### src/rtl/mem_arbiter.sv
// mem_arbiter: single-port memory arbiter for a fetch read port, an LSU read
// port and an LSU write port. The grant is held in a small registered FSM.
// The memory strobes come from that registered state. Payload and acks are
// steered combinationally from the granted requester. Every transaction is
// followed by one IDLE cycle. A starvation counter lets a waiting fetch win
// after STARVE_LIMIT consecutive data grants.
module mem_arbiter #(
  parameter int XLEN         = 32,
  parameter int STARVE_LIMIT = 4
) (
  input  logic              clk,
  input  logic              rst,
  // fetch read port
  input  logic              ir_re,
  input  logic [XLEN/8-1:0] ir_sel,
  input  logic [XLEN-1:0]   ir_addr,
  output logic [XLEN-1:0]   ir_data,
  output logic              ir_ack,
  // LSU read port
  input  logic              dr_re,
  input  logic [XLEN/8-1:0] dr_sel,
  input  logic [XLEN-1:0]   dr_addr,
  output logic [XLEN-1:0]   dr_data,
  output logic              dr_ack,
  // LSU write port
  input  logic              dw_we,
  input  logic [XLEN/8-1:0] dw_sel,
  input  logic [XLEN-1:0]   dw_addr,
  input  logic [XLEN-1:0]   dw_data,
  output logic              dw_ack,
  // memory port
  output logic              m_re,
  output logic              m_we,
  output logic [XLEN/8-1:0] m_sel,
  output logic [XLEN-1:0]   m_addr,
  output logic [XLEN-1:0]   m_wdata,
  input  logic [XLEN-1:0]   m_rdata,
  input  logic              m_ack,
  output logic [1:0]        grant
);

  localparam int SW = XLEN / 8;
  localparam int CW = $clog2(STARVE_LIMIT + 1);
  localparam logic [CW-1:0] LIMIT_C = CW'(STARVE_LIMIT);
  localparam logic [CW-1:0] ONE_C   = CW'(1);

  typedef enum logic [1:0] {
    IDLE = 2'd0,
    G_IF = 2'd1,
    G_DR = 2'd2,
    G_DW = 2'd3
  } state_t;

  state_t        state_r, state_nxt_s;
  logic [CW-1:0] starve_cnt_r, starve_cnt_nxt_s;
  logic          starved_s;

  assign starved_s = ir_re && (starve_cnt_r == LIMIT_C);

  // Next-state: arbitrate only from IDLE, hold a grant until m_ack.
  always_comb begin
    state_nxt_s = state_r;
    case (state_r)
      IDLE: begin
        if (starved_s)  state_nxt_s = G_IF;
        else if (dw_we) state_nxt_s = G_DW;
        else if (dr_re) state_nxt_s = G_DR;
        else if (ir_re) state_nxt_s = G_IF;
        else            state_nxt_s = IDLE;
      end
      G_IF, G_DR, G_DW: begin
        if (m_ack) state_nxt_s = IDLE;
        else       state_nxt_s = state_r;
      end
      default: state_nxt_s = IDLE;
    endcase
  end

  // Starvation counter: counts data grants issued while a fetch is waiting.
  always_comb begin
    starve_cnt_nxt_s = starve_cnt_r;
    if (state_r == IDLE) begin
      if (state_nxt_s == G_IF) begin
        starve_cnt_nxt_s = {CW{1'b0}};
      end else if (((state_nxt_s == G_DR) || (state_nxt_s == G_DW)) && ir_re) begin
        if (starve_cnt_r != LIMIT_C) starve_cnt_nxt_s = starve_cnt_r + ONE_C;
        else                         starve_cnt_nxt_s = starve_cnt_r;
      end else if (!ir_re) begin
        starve_cnt_nxt_s = {CW{1'b0}};
      end else begin
        starve_cnt_nxt_s = starve_cnt_r;
      end
    end else begin
      starve_cnt_nxt_s = starve_cnt_r;
    end
  end

  // State and counter registers with synchronous reset.
  always_ff @(posedge clk) begin
    if (rst) begin
      state_r      <= IDLE;
      starve_cnt_r <= {CW{1'b0}};
    end else begin
      state_r      <= state_nxt_s;
      starve_cnt_r <= starve_cnt_nxt_s;
    end
  end

  // Output steering: reset forces everything low, so an ack during reset is lost.
  always_comb begin
    m_re    = 1'b0;
    m_we    = 1'b0;
    m_sel   = {SW{1'b0}};
    m_addr  = {XLEN{1'b0}};
    m_wdata = {XLEN{1'b0}};
    ir_ack  = 1'b0;
    dr_ack  = 1'b0;
    dw_ack  = 1'b0;
    ir_data = {XLEN{1'b0}};
    dr_data = {XLEN{1'b0}};
    grant   = 2'd0;
    if (!rst) begin
      grant = state_r;
      case (state_r)
        G_IF: begin
          m_re   = 1'b1;
          m_sel  = ir_sel;
          m_addr = ir_addr;
          ir_ack = m_ack;
          if (m_ack) ir_data = m_rdata;
          else       ir_data = {XLEN{1'b0}};
        end
        G_DR: begin
          m_re   = 1'b1;
          m_sel  = dr_sel;
          m_addr = dr_addr;
          dr_ack = m_ack;
          if (m_ack) dr_data = m_rdata;
          else       dr_data = {XLEN{1'b0}};
        end
        G_DW: begin
          m_we    = 1'b1;
          m_sel   = dw_sel;
          m_addr  = dw_addr;
          m_wdata = dw_data;
          dw_ack  = m_ack;
        end
        default: begin
          grant = 2'd0;
        end
      endcase
    end else begin
      grant = 2'd0;
    end
  end

endmodule

### config.mk
export PLATFORM = sky130hd
export DESIGN_NAME = mem_arbiter
export DESIGN_NICKNAME = d
export VERILOG_FILES = /design/src/rtl/mem_arbiter.sv
export SDC_FILE = /design/constraint.sdc
export NUM_CORES = 1
export LEC_CHECK = 0
export CAP_MARGIN = 20
export CORE_AREA = 2 2 125 127
export CTS_CLUSTER_DIAMETER = 50
export CTS_CLUSTER_SIZE = 8
export DETAILED_ROUTE_END_ITERATION = 16
export DIE_AREA = 0 0 127 129
export HOLD_SLACK_MARGIN = 0.03
export REMOVE_ABC_BUFFERS = 1
export SETUP_SLACK_MARGIN = 0.02
export SLEW_MARGIN = 20
export SYNTH_ARGS = -nofsm -noshare
export SYNTH_HDL_FRONTEND = slang
export SYNTH_SLANG_ARGS = --single-unit
### constraint.sdc
create_clock -name clk -period 1.8 [get_ports clk]
set_clock_uncertainty 0.05 [all_clocks]
set_input_delay 0.18 -clock clk [delete_from_list [all_inputs] [get_ports clk]]
set_output_delay 0.18 -clock clk [all_outputs]
set_load 0.005 [all_outputs]
==> impl_metrics.yaml, run 1 <==
run_status:
  status: "complete, but fails checks"
  violations: "negative setup slack"
floorplan:
  core-area_um2: 15000
  initial_core_util_pct: 11.0
  fp.dieW_um: 127
  ios: 317
  rows: 45
  fp.dieH_um: 129
  dieArea_um2: 16400
timing:
  grt_setup_unrepaired: "yes"
  tightest_slew_ns: 0.657
  setup_tns_ns: -25.48
  fin_ws_ns: -0.361
  slew-limit-headroom_pct: 56.2
  drv_slew: 0
  post-route-min-period_ns: 2.16
  finalCritPeriodShare_pct: 120
  finalSetupViolations: 122
  hold_viol: 0
  fmax_mhz: 463
clock_network:
  htreeDepth: 1
  cts_tree: "yes"
  cts_buffers: 3
  clock-sinks: 5
  clk_pin_slew_ns: 0.04
  cts_buffer_depth: 2
  hold_buffers: 0
  clk_latency_ns: 0.23
  cts_root_buf: "clkbuf_16"
synthesis:
  synthXorXnorAreaFrac_pct: 0
  syn_area_per_cell_um2: 6.57
  synthAdderAreaFrac_pct: 5.32
  syn_area_um2: 1650
  synth-compound-area-share_pct: 26.3
  ys_warn_count: 0
  synth.mux.area_fraction_pct: 1.29
  ys_types: 25
  syn-instance-count: 251
  synth_seq_cells: 5
  synth_seq_area_share_pct: 6.07
  synth_top_family_by_area: "simple AND/OR/NAND/NOR gates"
  synth-simple-area-share_pct: 52.2
min_path:
  hold_end: "state_r[0]"
  hp-class: "input port to register"
  holdPathStages: 3
  worstHoldStart: "rst"
global_routing:
  grt_pass1_vias: 3444
  overflow: 0
  grt_max_degree: 34
  track_usage_pct: 15.2
  antenna_found_initial: 0
  grt_pass1_wl_mm: 19.5
critical_path:
  end_kind: "output port"
  crit_path_max_fanout: 6
  crit_required_ns: 1.57
  reg2reg_depth: 7
  reg2reg_to: "starve_cnt_r[1]"
  cpPeakStageDelay_ns: 0.61
  critPathSlowestCell: "a222oi_1"
  cp.arrival_ns: 1.93
  path_class: "register to output port"
  rr_startpoint: "state_r[1]"
  start_kind: "register"
  path_cells: "buf_6 -> ha_4 -> buf_12 -> a222oi_1 -> nor2_1 -> buf_2"
  ff2ff_setup_slack_ns: -0.14
final_layout:
  antenna_cells: 0
  final_cells: 784
  final_cell_mix: "clkdlybuf4s50_1 (237), and3_1 (48), nor2_1 (37)"
  nFillCells: 1495
  area_growth_pct: 253
  layout_commonest_cell: "clkdlybuf4s50_1"
  drive_above_1_share_pct: 24.7
  regArea_um2: 103
  multi_input_area_um2: 1560
  nets: 782
pwr:
  p_sw_share_pct: 31.1
  p_sw_uw: 576
  power_uw: 1850
  ir_drop_mv: 0.292
  p_leak_uw: 0.00256
  power.density_nw_per_um2: 318
  combPwrFrac_pct: 72.7
  clkPwrFrac_pct: 20.5
  p_int_uw: 1270
  pwr-share-seq_pct: 6.8
place:
  dp_hpwl_mm: 9.72
  numPlacedInstances: 746
  io_buffers: 316
  gp_congestion: 0.899
detailed_routing:
  drc: 0
  totalWireLength_mm: 14.2
  dr.pass1.iters: 5
  route.met2.wl_mm: 7.19
  highest_layer: "met4"
  drt_iter0_drc: 309
  vias: 3547
  drt-met1-wl_mm: 5.56
  wl_met3_mm: 1.16
  wl_per_cell_um: 18.1
  vias_per_cell: 4.52
  antenna_left: 0
run:
  drv_cap: 0
area by class of cell:
cell class                 instances  area share (%)
timing repair buffer             375            65.8
multi-input combinational        208            26.8
tap                              188            4.05
sequential                         5            1.77
clock buffer                       4            1.36
inverter                           4           0.258
metrics by stage:
step | hold WS, ns | utilization [%] | area [µm²] | worst slack (ns)
floorplan | 0.202 | - | 1520 | -0.597
global placement | 0.441 | 34.8 | 5220 | -0.566
detailed placement | 0.463 | 34.8 | 5220 | -0.553
CTS | 0.402 | 37.6 | 5630 | -0.375
global route | 0.448 | 38.8 | 5810 | -0.439
finish | 0.411 | 38.8 | 5810 | -0.361
power groups by stage:
| stage | Combinational (µW) | Clock (µW) | Sequential [µW] |
|---|---|---|---|
| after floorplan | 304 | 0 | 126 |
| after global placement | 1100 | 0 | 125 |
| after detailed placement | 1100 | 0 | 126 |
| after CTS | 1300 | 383 | 126 |
| after global routing | 1430 | 394 | 127 |
| final | 1340 | 379 | 126 |
critical path, delay by kind of cell, from the launching register on:
kind | cells | cell delay (ns)
buf+inv | 3 | 0.43
compound gates | 1 | 0.61
fa+ha+maj | 1 | 0.18
simple gates | 1 | 0.15
flops | 1 | 0.32
worst max path at each step:
| stage | start | to |
|---|---|---|
| after floorplan | state_r[0] | m_wdata[0] |
| after global placement | state_r[0] | m_sel[2] |
| after detailed placement | state_r[1] | m_sel[2] |
| after CTS | state_r[1] | m_sel[2] |
| after global routing | state_r[1] | m_sel[2] |
| final | state_r[1] | m_sel[2] |
metal layers:
layer	up-vias	track usage, %
li1	1657	-
met3	20	2.66
met4	0	4.01
met5	-	0
met1	1651	18.5
met2	219	27.6
flip-flops by register name, indices dropped and copies added (netlist names):
register and flops:
state_r 2, starve_cnt_r 3
repair_timing:
item	4_1_cts	5_1_grt
gates resized for setup	246	55
setup endpoints to repair	142	138
buffers inserted	19	8
pin swaps	51	25
cloned	7	2
cell usage after synthesis:
master | instances | share of area, %
a21boi_0 | 1 | 0.46
dfxtp_1 | 5 | 6.1
o31ai_2 | 1 | 0.76
o221ai_1 | 1 | 0.53
o21ai_0 | 2 | 0.61
a222oi_1 | 36 | 22
nor2b_1 | 6 | 2.3
inv_1 | 4 | 0.91
buf_1 | 3 | 0.68
nor2_1 | 38 | 8.7
and3_1 | 66 | 25
mux2_1 | 1 | 0.68
or2_2 | 1 | 0.38
nand2b_1 | 2 | 0.76
nand2_1 | 4 | 0.91
and2_1 | 36 | 14
mux2i_1 | 1 | 0.61
o32a_1 | 1 | 0.61
a22o_1 | 1 | 0.53
a32o_1 | 1 | 0.61
or3b_1 | 1 | 0.53
o22ai_1 | 1 | 0.38
ha_1 | 7 | 5.3
buf_2 | 1 | 0.30
clkbuf_1 | 30 | 6.8
logic make-up after synthesis:
logic type / after synthesis
adder cells (fa/ha/maj): 7
AND/OR/NAND/NOR: 154
flip-flops: 5
multiplexers: 2
AO/OA/AOI/OAI: 45
buffers and inverters: 38
Power figures use the tool's default switching activity.
==> inputs of run 2 (changes only) <==
--- a/config.mk
+++ b/config.mk
@@ -8,7 +8,7 @@
 export CAP_MARGIN = 20
 export CORE_AREA = 2 2 125 127
 export CTS_CLUSTER_DIAMETER = 50
-export CTS_CLUSTER_SIZE = 8
+export CTS_CLUSTER_SIZE = 24
 export DETAILED_ROUTE_END_ITERATION = 16
 export DIE_AREA = 0 0 127 129
 export HOLD_SLACK_MARGIN = 0.03
==> results of run 2 <==
The final DEF is identical to that of run 1; final timing and power are the same.
